### src/rtl/fetch_pkg.sv
// Shared types and constants for the RV32I fetch stage.
package fetch_pkg;

  typedef enum logic [2:0] {
    S_BOOT,
    S_REQ,
    S_HOLD,
    S_DISCARD,
    S_HALT
  } fetch_state_t;

  localparam logic [31:0] NOP_INST         = 32'h0000_0013;
  localparam logic [31:0] DEFAULT_RESET_PC = 32'h0000_0000;

endpackage

### src/rtl/fetch_skid_buffer.sv
// One-entry holding register for an instruction word and its PC while decode is stalled.
module fetch_skid_buffer
  import fetch_pkg::*;
(
  input  logic        clk,
  input  logic        resetb,
  input  logic        i_load,
  input  logic        i_clear,
  input  logic [31:0] i_inst,
  input  logic [31:0] i_pc,
  output logic        o_valid,
  output logic [31:0] o_inst,
  output logic [31:0] o_pc
);

  logic        r_valid;
  logic [31:0] r_inst;
  logic [31:0] r_pc;

  // Clear wins over load so a flush always empties the buffer.
  always_ff @(posedge clk or negedge resetb) begin
    if (!resetb) begin
      r_valid <= 1'b0;
      r_inst  <= NOP_INST;
      r_pc    <= 32'h0;
    end else if (i_clear) begin
      r_valid <= 1'b0;
    end else if (i_load) begin
      r_valid <= 1'b1;
      r_inst  <= i_inst;
      r_pc    <= i_pc;
    end
  end

  assign o_valid = r_valid;
  assign o_inst  = r_inst;
  assign o_pc    = r_pc;

endmodule

### src/rtl/instruction_fetch.sv
// Fetch stage: owns the PC, runs a single-outstanding imem request and feeds decode over valid/ready.
module instruction_fetch
  import fetch_pkg::*;
#(
  parameter logic [31:0] RESET_PC = DEFAULT_RESET_PC
) (
  input  logic        clk,
  input  logic        resetb,
  output logic        imem_req,
  output logic [31:0] imem_addr,
  input  logic        imem_ready,
  input  logic [31:0] imem_rdata,
  output logic [31:0] inst,
  output logic [31:0] inst_pc,
  output logic        inst_valid,
  input  logic        inst_ready,
  input  logic        redirect_valid,
  input  logic [31:0] redirect_target,
  input  logic        trap_valid,
  input  logic [31:0] trap_target,
  output logic        fetch_misaligned,
  output logic [31:0] misaligned_addr
);

  fetch_state_t r_state, w_state_next;

  logic [31:0] r_req_addr;
  logic [31:0] r_target;
  logic [31:0] r_inst;
  logic [31:0] r_inst_pc;
  logic        r_inst_valid;
  logic        r_misaligned;
  logic [31:0] r_mis_addr;
  logic        r_halt_pending;

  logic        w_in_flight;
  logic        w_flush;
  logic [31:0] w_flush_target;
  logic        w_flush_mis;
  logic        w_to_discard;
  logic        w_free;
  logic        w_skid_load;
  logic        w_skid_clear;
  logic        w_skid_valid;
  logic [31:0] w_skid_inst;
  logic [31:0] w_skid_pc;

  assign w_in_flight    = (r_state == S_REQ) || (r_state == S_DISCARD);
  // A halted fetch only responds to traps; redirects there are ignored.
  assign w_flush        = trap_valid | (redirect_valid & (r_state != S_HALT));
  assign w_flush_target = trap_valid ? trap_target : redirect_target;
  assign w_flush_mis    = !trap_valid && (redirect_target[1:0] != 2'b00);
  assign w_to_discard   = w_in_flight & !imem_ready;
  assign w_free         = !r_inst_valid | inst_ready;
  assign w_skid_load    = (r_state == S_REQ) & imem_ready & !w_free & !w_flush;
  assign w_skid_clear   = w_flush | ((r_state == S_HOLD) & inst_ready);

  fetch_skid_buffer u_skid (
    .clk     (clk),
    .resetb  (resetb),
    .i_load  (w_skid_load),
    .i_clear (w_skid_clear),
    .i_inst  (imem_rdata),
    .i_pc    (r_req_addr),
    .o_valid (w_skid_valid),
    .o_inst  (w_skid_inst),
    .o_pc    (w_skid_pc)
  );

  always_ff @(posedge clk or negedge resetb) begin
    if (!resetb) r_state <= S_BOOT;
    else         r_state <= w_state_next;
  end

  always_comb begin
    w_state_next = r_state;
    if (w_flush) begin
      if (w_to_discard)     w_state_next = S_DISCARD;
      else if (w_flush_mis) w_state_next = S_HALT;
      else                  w_state_next = S_REQ;
    end else begin
      case (r_state)
        S_BOOT:    w_state_next = S_REQ;
        S_REQ:     if (imem_ready && !w_free) w_state_next = S_HOLD;
        S_HOLD:    if (inst_ready) w_state_next = S_REQ;
        S_DISCARD: if (imem_ready) w_state_next = r_halt_pending ? S_HALT : S_REQ;
        default:   w_state_next = r_state;
      endcase
    end
  end

  always_comb begin
    imem_req = (r_state == S_REQ) || (r_state == S_DISCARD);
  end

  // The outstanding address stays put during a discard; the new PC waits in r_target.
  always_ff @(posedge clk or negedge resetb) begin
    if (!resetb) begin
      r_req_addr     <= RESET_PC;
      r_target       <= RESET_PC;
      r_inst         <= NOP_INST;
      r_inst_pc      <= 32'h0;
      r_inst_valid   <= 1'b0;
      r_misaligned   <= 1'b0;
      r_mis_addr     <= 32'h0;
      r_halt_pending <= 1'b0;
    end else if (w_flush) begin
      r_inst_valid   <= 1'b0;
      r_misaligned   <= w_flush_mis;
      r_halt_pending <= w_flush_mis;
      if (w_flush_mis) r_mis_addr <= redirect_target;
      if (w_to_discard) r_target <= w_flush_target;
      else              r_req_addr <= w_flush_target;
    end else begin
      case (r_state)
        S_REQ: begin
          if (imem_ready) begin
            if (w_free) begin
              r_inst       <= imem_rdata;
              r_inst_pc    <= r_req_addr;
              r_inst_valid <= 1'b1;
            end
            r_req_addr <= r_req_addr + 32'd4;
          end else if (inst_ready) begin
            r_inst_valid <= 1'b0;
          end
        end
        S_HOLD: begin
          if (inst_ready && w_skid_valid) begin
            r_inst    <= w_skid_inst;
            r_inst_pc <= w_skid_pc;
          end
        end
        S_DISCARD: begin
          if (imem_ready) r_req_addr <= r_target;
        end
        default: ;
      endcase
    end
  end

  assign imem_addr        = r_req_addr;
  assign inst             = r_inst;
  assign inst_pc          = r_inst_pc;
  assign inst_valid       = r_inst_valid;
  assign fetch_misaligned = r_misaligned;
  assign misaligned_addr  = r_mis_addr;

endmodule

### config.mk
export PLATFORM = sky130hd
export DESIGN_NAME = instruction_fetch
export DESIGN_NICKNAME = d
export VERILOG_FILES = /design/src/rtl/fetch_pkg.sv /design/src/rtl/fetch_skid_buffer.sv /design/src/rtl/instruction_fetch.sv
export SDC_FILE = /design/constraint.sdc
export NUM_CORES = 1
export LEC_CHECK = 0
export ABC_AREA = 1
export CAP_MARGIN = 25
export CORE_MARGIN = 1
export CORE_UTILIZATION = 50
export CTS_BUF_LIST = sky130_fd_sc_hd__clkbuf_4
export DETAILED_ROUTE_END_ITERATION = 8
export GPL_TIMING_DRIVEN = 0
export PLACE_DENSITY = 0.76
export SYNTH_ARGS = -nofsm -noshare
export SYNTH_HDL_FRONTEND = slang
export SYNTH_SLANG_ARGS = --single-unit
### constraint.sdc
create_clock -name clk -period 5 [get_ports clk]
set_clock_uncertainty 0.1 [all_clocks]
set_input_delay 0.5 -clock clk [delete_from_list [all_inputs] [get_ports clk]]
set_output_delay 0.5 -clock clk [all_outputs]
set_load 0.005 [all_outputs]
; Word-level counts from Yosys, hierarchy flattened
; Cells that the tools add are included.
[word_totals]
reg_bits = 230
output_inout_bits = 131
[classes]
n_eq_ne = 13
addsub = 1
n_reduce_logical = 24
bitwise_logic = 11
muxes = 29
[op_table]
columns = op, n
row1 = 2-to-1 mux 32 bit, 11
row2 = case mux 32 bit (2 select lines), 3
row3 = "adder 32 x 3 -> 32 bit, second input constant", 1
row4 = 2-to-1 mux 3 bit, 7
row5 = "inequality test 3 bit, second input constant", 4
row6 = case mux 3 bit (4 select lines), 1
row7 = AND reduction 4 bit, 2
row8 = nonzero test 2 bit, 4
row9 = 2-to-1 mux 1 bit, 7
row10 = bitwise AND 1 bit, 6
row11 = "equality test 3 x 2 -> 1 bit, second input constant", 2
row12 = "inequality test 2 bit, second input constant", 3
row13 = AND reduction 2 bit, 3
row14 = nonzero test 3 bit, 2
row15 = zero test 1 bit, 5
row16 = AND reduction 5 bit, 1
row17 = nonzero test 5 bit, 1
row18 = "equality test 3 x 1 -> 1 bit, second input constant", 1
row19 = logical AND 1 bit, 3
row20 = zero test 3 bit, 1
row21 = "inequality test 3 x 1 -> 1 bit, second input constant", 1
row22 = "inequality test 3 x 2 -> 1 bit, second input constant", 1
row23 = bitwise OR 1 bit, 3
row24 = AND reduction 3 bit, 1
row25 = other kinds (3), 4

; Longest topological paths before layout
; Gate-level depths: netlist of run 1.
[logic_depth]
depth_word = 7
mapped_depth = 12
mapped_depth_nobuf = 10

; Modules after synthesis
; From an unflattened synthesis of run 1, not the netlist that was laid out.
[unflattened]
cells_unflattened = 1541
area_unflattened_um2 = 11506.0
[by_module_without_submodules]
columns = mod, seq_area_each_um2, cells_per_inst, instances, area_per_inst_um2
row1 = instruction_fetch, 4132.7, 1259, 1, 8893.5
row2 = fetch_skid_buffer, 1630.3, 282, 1, 2612.5

; Least setup slack after synthesis of run 1
; OpenSTA, ideal clock, no wires.
[synth_path]
path_kind = input to register
from = in trap_valid
to = reg r_inst_pc[10], in the netlist inst_pc[10]
required_ps = 4779
setup_time_ps = 121
n_path_buf = 3
arrival_ps = 1535
stages = 8
path_slack_ps = 3245
cell_sequence = inv_1 nand2_1 buf_4 a21oi_2 a21boi_2 buf_6 buf_4 o21ai_1
[synth_via]
elab_chain_len = 3
[synth_lines]
columns = item, line
row1 = from (decl), instruction_fetch.sv:19  ; input logic trap_valid,
row2 = bitwise OR 1 bit, instruction_fetch.sv:50  ; assign w_flush = trap_valid | (redirect_valid & (r_state != S_HALT));
row3 = NOT 1 bit (no line), -
row4 = AND reduction 5 bit (no line), -
row5 = to (signal assigned), instruction_fetch.sv:120  ; r_inst_pc <= r_req_addr;
row6 = to (signal assigned), instruction_fetch.sv:131  ; r_inst_pc <= w_skid_pc;
row7 = to (decl), instruction_fetch.sv:30  ; logic [31:0] r_inst_pc;
; Every way passes these cells.
; A chain may end at the register's enable or synchronous reset.

; Worst setup path in the final report of run 1
[layout_path]
from = reg r_state[2]
to = out imem_req
[layout_via]
elab_chain_len = 2
word_cells_on_any_way = 3
[layout_lines]
columns = item, line
row1 = from (decl), instruction_fetch.sv:25  ; fetch_state_t r_state, w_state_next;
row2 = from (signal assigned), instruction_fetch.sv:72  ; else r_state <= w_state_next;
row3 = equality test 3 x 1 -> 1 bit / equality test 3 x 2 -> 1 bit (equally long branches), instruction_fetch.sv:93  ; imem_req = (r_state == S_REQ) || (r_state == S_DISCARD);
row4 = logical OR 1 bit *, instruction_fetch.sv:93
row5 = to (decl), instruction_fetch.sv:9  ; output logic imem_req,
; Every way passes the cells marked *; elsewhere a longest branch is shown, timed or not.

==> impl_metrics.csv, run 1 <==
group,metric,value,unit
outcome,outcome,"finished clean",
logic_synthesis,avgSynthCellArea,7.746,sq um
logic_synthesis,synth_area,11390,sq um
global_route,grt_pass1_wl,53590,um
logic_synthesis,synth_ff_type,"dfrtp_1",
finish,final_cells,2090,
global_route,grt_start_max_net_pins,88,
logic_synthesis,synth_commonest_cells,"nand2_1, dfrtp_1, o21ai_0",
critical_path,cp-end-kind,"primary output",
placement,pre_cts_ws,2.301,ns
clock_tree,htreeDepth,2,
pwr,power_density,534.5,nW/um^2
die,rows,54,
pwr,peakVddDrop,0.0002193,V
sta,setup_slack,2.432,ns
clock_tree,clkLatencyLatePin,0.70,ns
logic_synthesis,synth-edff-count,0,
logic_synthesis,synthArstFlopShare,100.0,%
routing,drt_wl_total,32250,um
logic_synthesis,ys_ff_latch,230,
sta,hold_violations,0,
routing,antenna_left,0,
pwr,p_leak,7.119,nW
sta,rsz0062_at_grt,"false",
die,io-pin-count,233,
global_route,first_global_vias,10670,
global_route,antenna_found_initial,1,
clock_tree,ctsResizeCount,0,
finish,final_nets,1869,
finish,fillers,1881,
critical_path,cp_max_fo,4,
logic_synthesis,ys_top_cells_by_area,"dfrtp_1, nand2_1, o21ai_0",
logic_synthesis,synthesis.instances,1470,
critical_path,start_kind,"flop",
critical_path,crit_chain,"inv_2 -> nand2_1 -> inv_1 -> clkdlybuf4s50_1",
sta,setup_violations,0,
global_route,track_usage,28.73,%
logic_synthesis,netlist.top_cell.by_area,"dfrtp_1",
die,core_area,22090,sq um
finish,area_delta_synth_final,31.01,%
critical_path,cp.arrival,1.97,ns
die,initial_core_util,51.54,%
logic_synthesis,yosysMostFrequentCell,"nand2_1",
critical_path,cp.required,4.40,ns
sta,slew_headroom,61.30,%
critical_path,critical-path-top-delay-family,"buffers and inverters",
die,dieArea,23380,sq um
logic_synthesis,synth_top_area_share,49.23,%
finish,fin_util,67.52,%
clock_tree,cts_num_sinks,230,
die,die_x,152.9,um
logic_synthesis,seq_area_frac_synth,50.61,%
clock_tree,clock-root-buffer,"clkbuf_4",
routing,drtIter0Drc,644,
placement,globalplace.congestion,0.9085,
flow_run,max_cap_viol_count,0,
sta,slew_violations,0,
routing,routed-via-count,10693,
worst_hold_path,hold_class,"in2async",
critical_path,criticalPathCategory,"reg2out",
finish,final_layout_size_suffix_gt1_share,10.50,%
logic_synthesis,yosysWarnings,0,
clock_tree,cts_tree,"done",
routing,drcViolationCount,0,
finish,stdcell_area,14920,sq um
routing,firstDrtPassIters,5,
placement,dp.cells,1984,
sta,fmax,389.4,MHz
global_route,grt_remaining_overflow,0,
critical_path,cpMaxStageDelayCell,"clkdlybuf4s50_1",
clock_tree,cts_setup_buffers,0,
routing,routedWlPerCell,15.43,um
die,die_h,152.9,um
sta,period_minus_slack,2.568,ns
logic_synthesis,ys_types,32,
clock_tree,cts_buffers,59,
placement,placed_cell_area,14120,sq um
sta,tightest_slew,0.5805,ns
routing,viasPerCell,5.116,
clock_tree,path_clk_slew,0.07,ns
critical_path,slowest_delay,0.53,ns
logic_synthesis,syn_nets,1573,
sta,post-route-period-util,51.36,%
clock_tree,cts_buffer_depth,3,
critical_path,path_buf_inv,3,
placement,dp_hpwl,24290,um
placement,port_buffers,232,
kinds of logic after synthesis:
logic type	Yosys count	share of synthesized area (%)
flip-flops	230	50.61
AO/OA/AOI/OAI	346	16.89
XOR/XNOR	1	0.07693
AND/OR/NAND/NOR	623	21.50
multiplexers	13	1.143
buffers and inverters	256	9.669
adder cells (fa/ha/maj)	1	0.1099
repair_timing:
item	4_1_cts	5_1_grt
hold endpoints to repair	68	0
setup endpoints to repair	0	0
hold buffers	1	0
cell type report:
type	count	area (sq um)	share of cell area, %
clock buffers	98	735.7	4.932
diodes	1	2.502	0.01677
flip-flops and latches	230	5763	38.63
clock inverters	6	50.05	0.3355
multi-input cells	984	4523	30.32
repair buffers	235	2392	16.04
plain buffers	77	429.2	2.877
well taps	280	350.3	2.348
inverters	179	671.9	4.504
metal layers:
| layer | global-route usage, % | vias to the layer above | routed length, um |
|---|---|---|---|
| li1 | - | 5278 | - |
| met4 | 11.78 | 0 | 1023 |
| met5 | 0 | - | 0 |
| met1 | 37.40 | 4899 | 14100 |
| met2 | 46.13 | 437 | 14730 |
| met3 | 7.003 | 79 | 2390 |
state kept, by name (all words and copies together) (netlist names):
signal,flops
u_skid.o_inst,32
r_target,32
imem_addr,32
u_skid.o_pc,32
r_state,3
inst,32
inst_valid,1
r_halt_pending,1
u_skid.o_valid,1
misaligned_addr,32
inst_pc,32
worst reg2reg max path, stage by stage, from the launching register on:
cell and delay [ns]:
dfrtp_1 0.44, inv_2 0.08, nand3_1 0.09, nand2_1 0.07
nand2_1 0.07, inv_2 0.11, nand2_2 0.10, nor2_4 0.32
inv_2 0.10, buf_6 0.15, clkbuf_1 0.23, o21ai_0 0.22
power by group:
group	switching [mW]	leakage, nW	internal, mW
combinational	1.64	3.91	1.54
sequential	0.545	2.73	2.57
clock	0.757	0.478	0.924
through the flow:
step	setup TNS (ns)	hold slack, ns	total power [mW]
finish	0	0.2398	7.973
global route	0	0.2498	8.568
CTS	0	0.2266	8.005
detailed placement	0	0.3586	6.294
global placement	-1438.29	0.3523	6.211
floorplan	0	0.1044	4.623
layout by cell type (no fill, tap or decap), drive strengths merged, types with 12 or more instances in the layout:
cell type / n
a21oi: 27
buf: 37
clkbuf: 141
clkdlybuf4s50: 231
dfrtp: 224
inv: 180
mux2i: 13
nand2: 447
nand3: 46
nor2: 125
o211ai: 12
o21a: 18
o21ai: 277
worst paths after layout:
path                                     start                  end  cells after the start  slack [ns]
max                                 r_state[2]             imem_req                      4        2.43
min                                     resetb              inst[9]                      2        0.24
max reg2reg                         r_state[0]      u_skid.o_pc[25]                     11        2.78
min reg2reg                misaligned_addr[17]  misaligned_addr[17]                      2        0.37
max in group asynchronous               resetb         r_target[28]                      4        3.32
min in group clk                 imem_rdata[4]     u_skid.o_inst[4]                      3        0.26
No activity file was read; power rests on OpenSTA's default activity.
==> run 2: changes to the inputs <==
--- a/config.mk
+++ b/config.mk
@@ -8,7 +8,7 @@
 export ABC_AREA = 1
 export CAP_MARGIN = 25
 export CORE_MARGIN = 1
-export CORE_UTILIZATION = 50
+export CORE_UTILIZATION = 48
 export CTS_BUF_LIST = sky130_fd_sc_hd__clkbuf_4
 export DETAILED_ROUTE_END_ITERATION = 8
 export GPL_TIMING_DRIVEN = 0
==> constraint.sdc (replaced) <==
create_clock -name clk -period 2.2 [get_ports clk]
set_clock_uncertainty 0.1 [all_clocks]
set_input_delay 0.22 -clock clk [delete_from_list [all_inputs] [get_ports clk]]
set_output_delay 0.22 -clock clk [all_outputs]
set_load 0.005 [all_outputs]
==> run 2 against run 1 <==
Net effect:
- register-to-register slack worse by 2.7 ns
- count of clock-buffer cells in the layout is 11 lower
- sequential power is 130% higher
- critical endpoint is now imem_addr[8]
- largest cell class unchanged
- largest power group unchanged
==> impl_metrics.csv, run 2 (same netlist as run 1, synthesis figures left out) <==
group,metric,value,unit
clock_tree,cts_num_sinks,230,
die,dieArea,24340,sq um
sta,slew_violations,0,
sta,fin_hold_ws,0.03896,ns
pwr,peakVddDrop,0.0003900,V
finish,stdcell_area,15230,sq um
critical_path,crit_chain,"clkdlybuf4s50_1",
critical_path,slowest_delay,0.60,ns
critical_path,start_kind,"flop",
global_route,first_global_vias,10487,
routing,drtIter0Drc,743,
die,initial_core_util,49.54,%
global_route,grt_start_max_net_pins,101,
clock_tree,cts_tree,"done",
routing,firstDrtPassIters,5,
clock_tree,clkLatencyLatePin,0.69,ns
pwr,power_density,1180,nW/um^2
placement,globalplace.congestion,0.9258,
critical_path,path_depth,1,
die,core_area,22980,sq um
placement,placed_cell_area,14160,sq um
critical_path,cpMaxStageDelayCell,"clkdlybuf4s50_1",
sta,tightest_slew,0.5961,ns
pwr,p_leak,7.234,nW
clock_tree,cts_buffer_depth,3,
sta,period_minus_slack,2.158,ns
die,rows,55,
global_route,track_usage,27.85,%
clock_tree,cts_buffers,57,
sta,hold_violations,0,
sta,post-route-period-util,98.10,%
critical_path,endpoint,"imem_addr[8]",
critical_path,path_buf_inv,1,
critical_path,startpoint,"imem_addr[8]",
die,die_h,156.0,um
critical_path,reg2reg_to,"u_skid.o_inst[3]",
sta,setup_violations,0,
sta,rsz0062_at_grt,"false",
placement,port_buffers,232,
finish,area_delta_synth_final,33.75,%
clock_tree,htreeDepth,2,
critical_path,cp_max_fo,7,
clock_tree,path_clk_slew,0.07,ns
critical_path,criticalPathCategory,"reg2out",
critical_path,cp.arrival,1.84,ns
sta,slew_headroom,60.26,%
sta,fmax,463.4,MHz
global_route,antenna_found_initial,1,
die,io-pin-count,233,
worst_hold_path,hp-start,"redirect_target[6]",
finish,final_cell_mix,"nand2_1, clkdlybuf4s50_1, dfrtp_1, o21ai_0, inv_1",
placement,dp_hpwl,24500,um
finish,final_common_cell,"nand2_1",
routing,drcViolationCount,0,
critical_path,r2r_slack,0.08,ns
finish,final_nets,1895,
routing,viasPerCell,5.040,
critical_path,cp.required,1.88,ns
die,die_x,156.0,um
outcome,outcome,"finished clean",
critical_path,critical-path-top-delay-family,"buffers and inverters",
routing,antenna_left,0,
critical_path,cp-end-kind,"primary output",
global_route,grt_remaining_overflow,0,
flow_run,max_cap_viol_count,0,
worst_hold_path,hold_class,"in2reg",
finish,fin_util,66.27,%
finish,final_layout_size_suffix_gt1_share,10.43,%
clock_tree,clock-root-buffer,"clkbuf_4",
routing,routed-via-count,10861,
pwr,totalPowerFinal,17.97,mW
critical_path,worstReg2RegStart,"r_state[0]",
global_route,grt_pass1_wl,53270,um
routing,drt_wl_total,33210,um
routing,routedWlPerCell,15.41,um
critical_path,ff2ff_path_depth,10,
[run 2: cell count changes in the layout (fill, tap and decap cells not counted), moves of 4 or more]
cell           previous run  this run
clkbuf_1                 43        38
clkbuf_2                  0         5
clkbuf_4                 98        87
clkinv_1                  3        15
clkinv_2                  1         5
dlygate4sd3_1             1        27
[run 2: how the worst min path moves through the flow]
stage | slack [ns] | endpoint | cells past startpoint
finish | 0.04 | misaligned_addr[6] | 3
floorplan | -0.18 | imem_addr[0] | 0
global placement | 0.35 | misaligned_addr[16] | 2
CTS | 0.002 | u_skid.o_inst[4] | 3
detailed placement | 0.02 | inst[10] | 1
global route | 0.04 | u_skid.o_inst[1] | 3
[run 2: routing by layer]
metal	share of wire, %	GRT usage [%]
met1	43	35.44
met2	47	45.92
met3	8.1	6.639
met4	2.6	10.60
met5	0	0
[run 2: per-stage QoR]
step / cells / setup WS [ns] / TNS [ns]
after floorplan: 1470 / 0.4788 / 0
after global placement: 2015 / -8.849 / -2023.41
after detailed placement: 2017 / -0.2180 / -16.83
after CTS: 2153 / 0.008038 / 0
after global routing: 2155 / 0.0007652 / 0
final: 2155 / 0.04184 / 0
[run 2: cell type report]
type / instances / area (sq um)
clock buffer: 87 / 653.1
buffer: 77 / 435.4
fill: 1945 / 7754
clock inverter: 21 / 85.08
sequential: 230 / 5764
multi-input combinational: 984 / 4536
antenna: 1 / 2.502
timing repair buffer: 263 / 2691
inverter: 179 / 671.9
tap: 313 / 391.6
[run 2: where the power goes]
group / total, mW / leakage [nW] / internal, mW / switching, mW
sequential: 7.08 / 2.73 / 5.85 / 1.23
combinational: 7.30 / 4.06 / 3.53 / 3.78
clock: 3.59 / 0.448 / 1.81 / 1.78
[run 2: repair_timing]
| item | in CTS | in global routing |
|---|---|---|
| pin swaps | 0 | 1 |
| setup buffers | 0 | 1 |
| endpoints found under the hold margin | 154 | 0 |
| endpoints found under the setup margin | 1 | 106 |
| gates resized for setup | 1 | 14 |
| hold buffers | 28 | 0 |
[run 2: worst register-to-register path: cells and delay by family (launching register included)]
kind | cells | cell delay (ns)
compound gates | 1 | 0.15
buf+inv | 4 | 0.73
flops | 1 | 0.45
simple gates | 5 | 0.55
==> run 3: changes to the inputs <==
--- a/config.mk
+++ b/config.mk
@@ -8,7 +8,7 @@
 export ABC_AREA = 1
 export CAP_MARGIN = 25
 export CORE_MARGIN = 1
-export CORE_UTILIZATION = 48
+export CORE_UTILIZATION = 50
 export CTS_BUF_LIST = sky130_fd_sc_hd__clkbuf_4
 export DETAILED_ROUTE_END_ITERATION = 8
 export GPL_TIMING_DRIVEN = 0
==> constraint.sdc (replaced) <==
create_clock -name clk -period 2.3 [get_ports clk]
set_clock_uncertainty 0.1 [all_clocks]
set_input_delay 0.23 -clock clk [delete_from_list [all_inputs] [get_ports clk]]
set_output_delay 0.23 -clock clk [all_outputs]
set_load 0.005 [all_outputs]
==> run 3 against run 2 <==
Net effect:
- utilization grew 2.2 points
- sequential power fell by 4.4%
- worst hold slack worse by 0.0084 ns
- critical path type is now reg2reg
==> impl_metrics.csv, run 3 (same netlist as run 1, synthesis figures left out) <==
group,metric,value,unit
outcome,outcome,"finished clean",
die,initial_core_util,51.54,%
routing,drcViolationCount,0,
critical_path,startpoint,"r_state[0]",
sta,slew_headroom,60.83,%
die,die_h,152.9,um
clock_tree,clkLatencyLatePin,0.70,ns
pwr,combPwrFrac,40.0,%
clock_tree,clock-root-buffer,"clkbuf_4",
flow_run,max_cap_viol_count,0,
critical_path,cp_max_fo,10,
die,io-pin-count,233,
die,die_x,152.9,um
clock_tree,cts_buffer_depth,3,
finish,final_cell_mix,"nand2_1, clkdlybuf4s50_1, dfrtp_1, o21ai_0, inv_1",
finish,final_layout_size_suffix_gt1_share,10.73,%
routing,firstDrtPassIters,5,
critical_path,critical-path-top-delay-family,"buffers and inverters",
routing,routedWlPerCell,15.54,um
routing,drt_wl_total,32750,um
pwr,power.share.clock,21.0,%
critical_path,cp.arrival,2.62,ns
global_route,grt_pass1_wl,54030,um
critical_path,criticalPathCategory,"reg2reg",
routing,antenna_left,0,
clock_tree,cts_tree,"done",
global_route,antenna_found_initial,1,
sta,post-route-period-util,95.55,%
critical_path,cp.required,2.72,ns
routing,routed-via-count,10776,
pwr,power_density,1148,nW/um^2
placement,dp_hpwl,24290,um
pwr,power_switching,6.416,mW
critical_path,cp_common_cell,"nand2_1",
sta,rsz0062_at_grt,"false",
global_route,grt_remaining_overflow,0,
clock_tree,htreeDepth,2,
routing,drtIter0Drc,679,
worst_hold_path,min_delay_path_depth,3,
critical_path,cp-end-kind,"flop",
die,core_area,22090,sq um
pwr,p_int,10.96,mW
critical_path,r2r_slack,0.10,ns
die,rows,54,
critical_path,endpoint,"misaligned_addr[21]",
pwr,p_leak,7.224,nW
finish,final_nets,1887,
worst_hold_path,hold_class,"in2reg",
finish,register_area,5763,sq um
finish,area_delta_synth_final,32.91,%
pwr,peakVddDrop,0.0004739,V
global_route,track_usage,29.02,%
pwr,p_seq_share,39.0,%
placement,dp.cells,1984,
finish,final_cells,2108,
critical_path,worstReg2RegStart,"r_state[0]",
clock_tree,cts_buffers,59,
routing,viasPerCell,5.112,
pwr,swShare,36.92,%
critical_path,slowest_delay,0.45,ns
finish,multi_input_comb_area,4526,sq um
placement,port_buffers,232,
sta,period_minus_slack,2.198,ns
critical_path,path_buf_inv,4,
pwr,totalPowerFinal,17.38,mW
sta,fmax,455.0,MHz
critical_path,crit_chain,"inv_2 -> nand3_1 -> nand2_1 -> nand2_1 -> buf_4 -> nand2_1 -> nand2_2 -> inv_2 -> clkbuf_1 -> o21ai_0",
sta,slew_violations,0,
global_route,grt_start_max_net_pins,88,
placement,globalplace.congestion,0.9085,
critical_path,cpMaxStageDelayCell,"dfrtp_1",
critical_path,ff2ff_path_depth,10,
sta,tightest_slew,0.5875,ns
critical_path,reg2reg_to,"misaligned_addr[21]",
global_route,first_global_vias,10740,
critical_path,start_kind,"flop",
sta,hold_violations,0,
critical_path,path_depth,10,
clock_tree,path_clk_slew,0.06,ns
die,dieArea,23380,sq um
clock_tree,cts_num_sinks,230,
finish,fillers,1842,
sta,setup_violations,0,
finish,final_common_cell,"nand2_1",
-- run 3: how the worst min path moves through the flow --
stage                        start                  end  slack, ns
2_1_floorplan               resetb         imem_addr[0]      -0.17
3_3_place_gp   misaligned_addr[14]  misaligned_addr[14]       0.35
3_5_place_dp                resetb              inst[9]       0.12
4_1_cts        redirect_target[28]  misaligned_addr[28]      0.001
5_1_grt        redirect_target[28]  misaligned_addr[28]       0.01
6_report        redirect_target[4]   misaligned_addr[4]       0.03
-- run 3: metal layers --
layer  vias to the layer above  routed length, um  GRT usage, %
met1                      4930              13980         37.21
li1                       5308                  -             -
met2                       456              15130         46.99
met5                         -                  0             0
met3                        82               2524         7.145
met4                         0               1113         12.36
-- run 3: area by class of cell --
cell class / instances / share of cell area (%)
Multi-Input combinational cell: 984 / 29.90
Clock buffer: 98 / 4.861
Timing Repair Buffer: 254 / 17.21
Antenna cell: 1 / 0.01653
Inverter: 179 / 4.439
Sequential cell: 230 / 38.08
Buffer: 76 / 2.844
Clock inverter: 6 / 0.3307
Tap cell: 280 / 2.315
-- run 3: power groups by stage --
stage	Combinational, mW	Sequential (mW)	Clock [mW]
after detailed placement	6.88	6.80	0
final	6.95	6.77	3.66
after global routing	7.77	6.96	3.94
after CTS	6.95	6.75	3.73
after floorplan	3.45	6.60	0
after global placement	6.72	6.78	0
-- run 3: worst reg2reg max path, cell delays in order (launching register included) --
cell	delay, ns
dfrtp_1	0.45
inv_2	0.09
nand3_1	0.10
nand2_1	0.07
nand2_1	0.07
buf_4	0.21
nand2_1	0.14
nand2_2	0.16
inv_2	0.10
clkbuf_1	0.39
o21ai_0	0.15
-- run 3: repair_timing --
item                       4_1_cts  5_1_grt
setup endpoints to repair        1       26
pin swaps                        0        1
cloned                           0        0
setup buffers                    0        1
hold buffers                    19        0
resized for setup                1        7
hold endpoints to repair       168        0
-- run 3: metrics by stage --
| step | worst slack (ns) | setup TNS, ns | utilization (%) | hold slack, ns | instance area [sq um] |
|---|---|---|---|---|---|
| finish | 0.1022 | 0 | 68.50 | 0.03052 | 15130 |
| global route | 0.008128 | 0 | 68.50 | 0.01373 | 15130 |
| CTS | 0.004209 | 0 | 68.37 | 0.0009874 | 15110 |
| detailed placement | -0.1287 | -3.588 | 63.91 | 0.1205 | 14120 |
| global placement | -8.783 | -1998.89 | 63.64 | 0.3523 | 14060 |
| floorplan | 0.5788 | 0 | - | -0.1656 | 11390 |
